## src/rtl/fizzbuzz_stream_gen_if.sv

```systemverilog
// Output stream of the divisibility-flag generator.
// The master drives beats and the slave returns out_ready.
interface fizzbuzz_stream_gen_if #(
    parameter int NUM_CH = 2,
    parameter int CNT_W  = 16
) ();
    logic              out_valid;
    logic              out_ready;
    logic [CNT_W-1:0]  out_count;
    logic [NUM_CH-1:0] out_hit;
    logic              out_all;
    logic              out_none;

    modport master (
        output out_valid,
        input  out_ready,
        output out_count,
        output out_hit,
        output out_all,
        output out_none
    );

    modport slave (
        input  out_valid,
        output out_ready,
        input  out_count,
        input  out_hit,
        input  out_all,
        input  out_none
    );
endinterface

```

## src/rtl/fizzbuzz_stream_gen.sv

```systemverilog
// Counts 0..max_count and flags, per channel, counts divisible by a
// runtime divisor using incremental residues.
module fizzbuzz_stream_gen #(
    parameter int NUM_CH = 2,
    parameter int DIV_W  = 8,
    parameter int CNT_W  = 16
) (
    input  logic                    clk,
    input  logic                    reset,
    input  logic                    start,
    input  logic [CNT_W-1:0]        max_count,
    input  logic [NUM_CH*DIV_W-1:0] div_i,
    output logic                    busy,
    output logic                    done,
    fizzbuzz_stream_gen_if.master   out
);

    typedef enum logic {
        IDLE,
        RUN
    } state_t;

    state_t           state_q, state_d;
    logic [CNT_W-1:0] cnt_q, cnt_d;
    logic [CNT_W-1:0] max_q, max_d;
    logic [DIV_W-1:0] div_q [NUM_CH];
    logic [DIV_W-1:0] div_d [NUM_CH];
    logic [DIV_W-1:0] res_q [NUM_CH];
    logic [DIV_W-1:0] res_d [NUM_CH];
    logic             done_q, done_d;
    logic             valid;
    logic             xfer;
    logic             last;
    logic [NUM_CH-1:0] hit;

    assign valid = (state_q == RUN);
    assign xfer  = valid && out.out_ready;
    assign last  = (cnt_q == max_q);

    always_comb begin
        state_d = state_q;
        cnt_d   = cnt_q;
        max_d   = max_q;
        done_d  = 1'b0;
        for (int i = 0; i < NUM_CH; i++) begin
            div_d[i] = div_q[i];
            res_d[i] = res_q[i];
        end
        unique case (state_q)
            IDLE: begin
                if (start) begin
                    state_d = RUN;
                    max_d   = max_count;
                    cnt_d   = '0;
                    for (int i = 0; i < NUM_CH; i++) begin
                        div_d[i] = div_i[i*DIV_W +: DIV_W];
                        res_d[i] = '0;
                    end
                end
            end
            RUN: begin
                if (xfer) begin
                    if (last) begin
                        state_d = IDLE;
                        done_d  = 1'b1;
                    end else begin
                        cnt_d = cnt_q + 1'b1;
                        // Wrap at div-1; div=0 wraps harmlessly and never hits
                        for (int i = 0; i < NUM_CH; i++) begin
                            if (res_q[i] == div_q[i] - 1'b1)
                                res_d[i] = '0;
                            else
                                res_d[i] = res_q[i] + 1'b1;
                        end
                    end
                end
            end
            default: state_d = IDLE;
        endcase
    end

    always_ff @(posedge clk) begin
        if (reset) begin
            state_q <= IDLE;
            cnt_q   <= '0;
            max_q   <= '0;
            done_q  <= 1'b0;
            for (int i = 0; i < NUM_CH; i++) begin
                div_q[i] <= '0;
                res_q[i] <= '0;
            end
        end else begin
            state_q <= state_d;
            cnt_q   <= cnt_d;
            max_q   <= max_d;
            done_q  <= done_d;
            for (int i = 0; i < NUM_CH; i++) begin
                div_q[i] <= div_d[i];
                res_q[i] <= res_d[i];
            end
        end
    end

    always_comb begin
        for (int i = 0; i < NUM_CH; i++) begin
            hit[i] = valid && (res_q[i] == '0) && (div_q[i] != '0);
        end
    end

    assign out.out_valid = valid;
    assign out.out_count = cnt_q;
    assign out.out_hit   = hit;
    assign out.out_all   = valid && (&hit);
    assign out.out_none  = valid && !(|hit);
    assign busy          = valid;
    assign done          = done_q;

endmodule

```

## src/flat_wrapper.sv

```systemverilog
// flat-port wrapper written by rule: the top's interface ports become plain ports
module fizzbuzz_stream_gen_flat 
#(
    parameter int NUM_CH = 2,
    parameter int DIV_W  = 8,
    parameter int CNT_W  = 16
)
  (clk, reset, start, max_count, div_i, busy, done, out_out_valid, out_out_ready, out_out_count, out_out_hit, out_out_all, out_out_none);
  fizzbuzz_stream_gen_if #(.NUM_CH(NUM_CH), .CNT_W(CNT_W)) out_i ();
  input  logic clk;
  input  logic reset;
  input  logic start;
  input  logic [CNT_W-1:0] max_count;
  input  logic [NUM_CH*DIV_W-1:0] div_i;
  output logic busy;
  output logic done;
  output wire logic [$bits(out_i.out_valid)-1:0] out_out_valid;
  input wire logic [$bits(out_i.out_ready)-1:0] out_out_ready;
  output wire logic [$bits(out_i.out_count)-1:0] out_out_count;
  output wire logic [$bits(out_i.out_hit)-1:0] out_out_hit;
  output wire logic [$bits(out_i.out_all)-1:0] out_out_all;
  output wire logic [$bits(out_i.out_none)-1:0] out_out_none;
  assign out_out_valid = out_i.out_valid;
  assign out_i.out_ready = out_out_ready;
  assign out_out_count = out_i.out_count;
  assign out_out_hit = out_i.out_hit;
  assign out_out_all = out_i.out_all;
  assign out_out_none = out_i.out_none;
  fizzbuzz_stream_gen #(.NUM_CH(NUM_CH), .DIV_W(DIV_W), .CNT_W(CNT_W)) u_core (.clk(clk), .reset(reset), .start(start), .max_count(max_count), .div_i(div_i), .busy(busy), .done(done), .out(out_i));
endmodule
```

## config.mk

```make
export PLATFORM = sky130hd
export DESIGN_NAME = fizzbuzz_stream_gen_flat
export DESIGN_NICKNAME = d
export VERILOG_FILES = /design/src/rtl/fizzbuzz_stream_gen_if.sv /design/src/rtl/fizzbuzz_stream_gen.sv /design/src/flat_wrapper.sv
export SDC_FILE = /design/constraint.sdc
export NUM_CORES = 1
export LEC_CHECK = 0
export BUFFER_PORTS_ARGS = -buffer_cell sky130_fd_sc_hd__buf_2
export CAP_MARGIN = 5
export CORE_ASPECT_RATIO = 2
export CORE_MARGIN = 2
export CORE_UTILIZATION = 40
export CTS_CLUSTER_DIAMETER = 150
export DETAILED_ROUTE_END_ITERATION = 8
export GPL_TIMING_DRIVEN = 0
export HOLD_SLACK_MARGIN = 0.02
export SYNTH_ARGS = -nofsm -noshare
export SYNTH_HDL_FRONTEND = slang
export SYNTH_SLANG_ARGS = --single-unit
export TNS_END_PERCENT = 20
```

## constraint.sdc

```tcl
create_clock -name clk -period 2.55 [get_ports clk]
set_clock_uncertainty 0.1 [all_clocks]
set_input_delay 0.255 -clock clk [delete_from_list [all_inputs] [get_ports clk]]
set_output_delay 0.255 -clock clk [all_outputs]
set_load 0.01 [all_outputs]
```

* Word-level counts from Yosys, hierarchy flattened
Memory sizes are Yosys's and may differ from the RTL's. Index checks and enable logic that the tools add are counted.
Storage, ports and cells: ROM bits 0, word-level logic and storage cells 64, output and inout bits 23, bits of input ports 36, bits in writable memories 32, memories 2, register bits 34, bits in latches 0
Cells by class: div/mod/pow operators 0, multipliers 0, shift operators 0, muxes and demuxes 24, bitwise operators 6, equality and inequality tests 6, reductions and logical operators 17, order comparisons 0, add/sub/neg operators 5
Memory list:
- u_core.div_q | depth 2, width 8, rd ports 2, clocked after Yosys merged registers in 0, wr ports 2, line fizzbuzz_stream_gen.sv:26 | logic [DIV_W-1:0] div_q [NUM_CH];
- u_core.res_q | depth 2, width 8, rd ports 2, clocked after Yosys merged registers in 0, wr ports 2, line fizzbuzz_stream_gen.sv:28 | logic [DIV_W-1:0] res_q [NUM_CH];
Operators by type and width (count):
- $mux 16 | 8
- $pmux 16 s2 | 2
- $mux 8 | 6
- $add 16x1->16 const B | 1
- $add 8x1->8 const B | 2
- $eq 16x16->1 | 1
- $eq 8x8->1 | 2
- $logic_not 8->1 | 2
- $reduce_bool 8->1 | 2
- $sub 8x1->8 const B | 2
- $logic_and 1x1->1 | 7
- $mux 1 | 7
- $ne 2x2->1 const B | 3
- $or 1x1->1 | 4
- $reduce_and 2->1 | 2
- $reduce_and 3->1 | 1
- $reduce_or 3->1 | 1
- $not 1->1 | 2
- $pmux 1 s2 | 1
- $reduce_or 2->1 | 1
- $logic_not 1->1 | 1

* Longest topological paths before layout
depth after elaboration 7, depth in mapped cells 10

* Least setup slack after synthesis
OpenSTA, ideal clock, no wires.
path type register to register, from mem u_core.div_q[1][0] (netlist: u_core.div_q[0][8]), to mem u_core.res_q[1][2] (netlist: u_core.res_q[0][10]), arrival 2.023 ns, cell stages (with the launch flop) 10, setup slack 0.353 ns, clock period less this slack 2.197 ns, cell sequence dfxtp_1 -> inv_1 -> ha_1 -> nand2b_1 -> a311oi_1 -> a2111oi_2 -> a41oi_2 -> nor2b_4 -> nand3b_1 -> a31oi_1
RTL lines (line):
- from (decl) | fizzbuzz_stream_gen.sv:26
- to (decl) | fizzbuzz_stream_gen.sv:28

==> insert_results.sql <==
INSERT INTO impl_metrics (metric_group, metric, value, unit) VALUES
('detailed_routing', 'detail-route-antenna-nets', '0', ''),
('floorplanning', 'die-area', '0.00976', 'mm²'),
('setup_path', 'crit_path_dat', '2.54', 'ns'),
('cells_and_area', 'final_cell_mix', '102 x nand2_1, 65 x buf_2, 64 x dfxtp_1', ''),
('logic_synthesis', 'synth_cell_types', '48', ''),
('cts', 'clock-root-buffer', 'clkbuf_16', ''),
('power_and_ir_drop', 'power.density_cell_area', '618', 'mW/mm²'),
('logic_synthesis', 'syn-instance-count', '462', ''),
('cts', 'clk_path_buf_depth', '2', ''),
('global_routing', 'track_usage', '20.9', '%'),
('floorplanning', 'die_x', '70.9', 'µm'),
('cells_and_area', 'areaGrowthSynthToFinish', '21.0', '%'),
('logic_synthesis', 'ys_dominant_reg_cell', 'dfxtp_1', ''),
('detailed_routing', 'vias_per_cell', '5.29', ''),
('setup_path', 'end_of_the_worst_register_to_register_path', 'u_core.res_q[0][6]$_SDFFE_PP0P_', ''),
('detailed_routing', 'residual_drc', '0', ''),
('setup_path', 'r2r_cells', '9', ''),
('power_and_ir_drop', 'leakagePower', '1.81', 'nW'),
('setup_path', 'criticalPathCategory', 'register to register', ''),
('cts', 'ctsHoldBuffers', '0', ''),
('sta', 'timing.fmax', '421', 'MHz'),
('sta', 'min_period', '2.37', 'ns'),
('cells_and_area', 'fin_util', '50.1', '%'),
('cts', 'tritoncts_num_sinks', '66', ''),
('setup_path', 'cp_data_required_time', '2.71', 'ns'),
('detailed_routing', 'via_count', '3361', ''),
('sta', 'fin_crit_sh', '93.1', '%'),
('detailed_routing', 'detail_route.first_pass.iterations', '4', ''),
('cells_and_area', 'filler_cell_count', '870', ''),
('logic_synthesis', 'ys_warn_count', '0', ''),
('cts', 'numCtsBuffers', '9', ''),
('placement', 'hpwl', '7.18', 'mm'),
('setup_path', 'worst_setup_path_endpoint', 'u_core.res_q[0][6]$_SDFFE_PP0P_', ''),
('setup_path', 'worstSetupStartpoint', 'u_core.div_q[0][0]$_SDFFE_PP0P_', ''),
('floorplanning', 'floorplan.initialDensity', '41.4', '%'),
('setup_path', 'worst_r2r_src', 'u_core.div_q[0][0]$_SDFFE_PP0P_', ''),
('cts', 'h-tree-depth', '3', ''),
('floorplanning', 'placement_rows', '48', ''),
('sta', 'setup_violators_final', '0', ''),
('logic_synthesis', 'async_flop_share', '0', '%'),
('global_routing', 'largest_net_degree_at_the_start_of_global_routing', '11', ''),
('floorplanning', 'core', '0.00865', 'mm²'),
('power_and_ir_drop', 'ir_drop', '0.387', 'mV'),
('cells_and_area', 'multiInputGateArea', '0.00209', 'mm²'),
('cells_and_area', 'final-seq-area', '0.00132', 'mm²'),
('cells_and_area', 'antenna_cells', '0', ''),
('global_routing', 'first_pass_grt_wire_length', '15.8', 'mm'),
('global_routing', 'grt_overflow', '0', ''),
('floorplanning', 'die_h', '138', 'µm'),
('placement', 'place_worst_setup_slack', '-0.0942', 'ns'),
('logic_synthesis', 'syn_avg_cell_area', '7.75', 'µm²'),
('setup_path', 'start_kind', 'register', ''),
('sta', 'finalHoldViolations', '0', ''),
('cells_and_area', 'leading_cell_type_in_the_layout_fill_and_taps_excluded', 'nand2_1', ''),
('sta', 'grt_setup_unrepaired', 'false', ''),
('detailed_routing', 'drt_iter0_drc', '140', ''),
('logic_synthesis', 'cell_area_after_technology_mapping', '0.00358', 'mm²'),
('logic_synthesis', 'synth.top_cells.by_area', 'dfxtp_1 37%, nand2_1 11%, xor2_1 7.3%, a21oi_1 6.3%, xnor2_1 4.9%', ''),
('setup_path', 'cp_cell_sequence', 'inv_1, ha_1, xor2_1, nor2_1, a21oi_1, a21oi_1, a21oi_4, or4b_1, a31oi_1', ''),
('logic_synthesis', 'ys_seq_area_share', '36.9', '%'),
('cts', 'clk-insertion-delay-late', '0.34', 'ns'),
('global_routing', 'antenna_violations_before_repair', '0', ''),
('placement', 'portBuffers', '57', ''),
('setup_path', 'cp_slowest_stage_delay', '0.47', 'ns'),
('logic_synthesis', 'yosysTopAreaCellShare', '36.9', '%'),
('floorplanning', 'ioPinCount', '59', ''),
('logic_synthesis', 'synth_top_area_cell', 'dfxtp_1', ''),
('outcome', 'run_status', 'completed', ''),
('detailed_routing', 'detail_route.wirelength', '9.53', 'mm'),
('sta', 'final_max_slew_viol_count', '0', ''),
('min_path', 'hold_class', 'primary input to register', '');
[cell families after synthesis]
logic type	share of synthesized area, %
fa+ha+maj	3.15
buf+inv	5.73
compound gates	12.4
mux	0.559
xor+xnor	12.2
flops	36.9
simple gates	29.0
[per-stage QoR]
stage	area, µm²	total power [mW]	instances	hold WS (ns)	TNS, ns
6_report	4330	2.68	635	0.0546	0
5_1_grt	4330	2.78	635	0.0620	0
4_1_cts	4290	2.69	634	0.0526	0
3_5_place_dp	3990	1.49	619	0.361	-0.804
3_3_place_gp	3990	1.48	619	0.355	-0.152
2_1_floorplan	3580	1.37	462	0.291	0
[how the worst min path moves through the flow]
stage	end	slack (ns)	start	cells after the start
floorplan	u_core.div_q[0][2]$_SDFFE_PP0P_	0.29	div_i[2]	2
CTS	u_core.max_q[0]$_SDFFE_PP0P_	0.05	max_count[0]	3
global route	u_core.div_q[0][4]$_SDFFE_PP0P_	0.06	div_i[4]	3
global placement	u_core.max_q[2]$_SDFFE_PP0P_	0.35	u_core.max_q[2]$_SDFFE_PP0P_	2
detailed placement	u_core.max_q[12]$_SDFFE_PP0P_	0.36	u_core.max_q[12]$_SDFFE_PP0P_	2
finish	u_core.max_q[0]$_SDFFE_PP0P_	0.05	max_count[0]	3
[layer usage]
metal,routed length (µm),GRT usage (%),part of all wire (%),up-vias
li1,-,-,-,1699
met1,3490,19.5,37,1569
met2,5280,39.9,55,68
met3,269,3.37,2.8,25
met4,489,14.9,5.1,0
met5,0,0,0,-
[flip-flops by register name, indices dropped and copies added, names as in the netlist]
signal                flops
u_core.max_q             16
u_core.res_q             16
u_core.div_q             16
u_core.busy               1
u_core.out.out_count     16
u_core.done               1
[Yosys cell counts, types with 2 or more instances]
cell type / instances
nand3_1: 20
clkbuf_1: 12
nand4_1: 7
inv_1: 14
or3_1: 2
dfxtp_1: 66
and3_1: 3
xor2_1: 30
o21ai_0: 6
nor2b_1: 2
nor4_1: 10
buf_6: 4
buf_1: 4
nor3_1: 14
nand2_1: 102
a21oi_1: 45
nand3b_1: 4
or4b_1: 2
buf_2: 8
or2_2: 4
xnor2_1: 20
a31oi_1: 11
nand2b_1: 2
and2_1: 4
nor4_2: 2
ha_1: 9
mux2i_1: 2
nor2_1: 32
nand4b_1: 2
[cell type report]
| type | instances | area share (%) |
|---|---|---|
| inverter | 14 | 1.21 |
| multi-input combinational | 353 | 48.3 |
| timing repair buffer | 58 | 6.76 |
| buffer | 29 | 3.53 |
| sequential | 66 | 30.6 |
| tap | 100 | 2.89 |
| clock inverter | 2 | 0.231 |
| clock buffer | 13 | 6.47 |
[power breakdown]
| part | leakage (nW) | switching, mW | total [mW] | internal, mW |
|---|---|---|---|---|
| registers | 0.538 | 0.0394 | 1.11 | 1.07 |
| clock network | 0.147 | 0.443 | 1.20 | 0.755 |
| logic | 1.13 | 0.220 | 0.373 | 0.153 |
[worst max-delay path, delay by kind of cell, from the launching register on]
kind            cells  cell delay, ns
compound gates      4            0.71
simple gates        2            0.52
flops               1            0.44
fa+ha+maj           1            0.27
xor+xnor            1            0.15
buf+inv             1            0.10
[what timing repair did]
item                                   4_1_cts  5_1_grt
setup endpoints to repair                   20       14
endpoints found under the hold margin        0        0
resized for setup                            1        7
buffers inserted                             0        1
pin swaps                                    1        2
(Power assumes the default switching activity.)
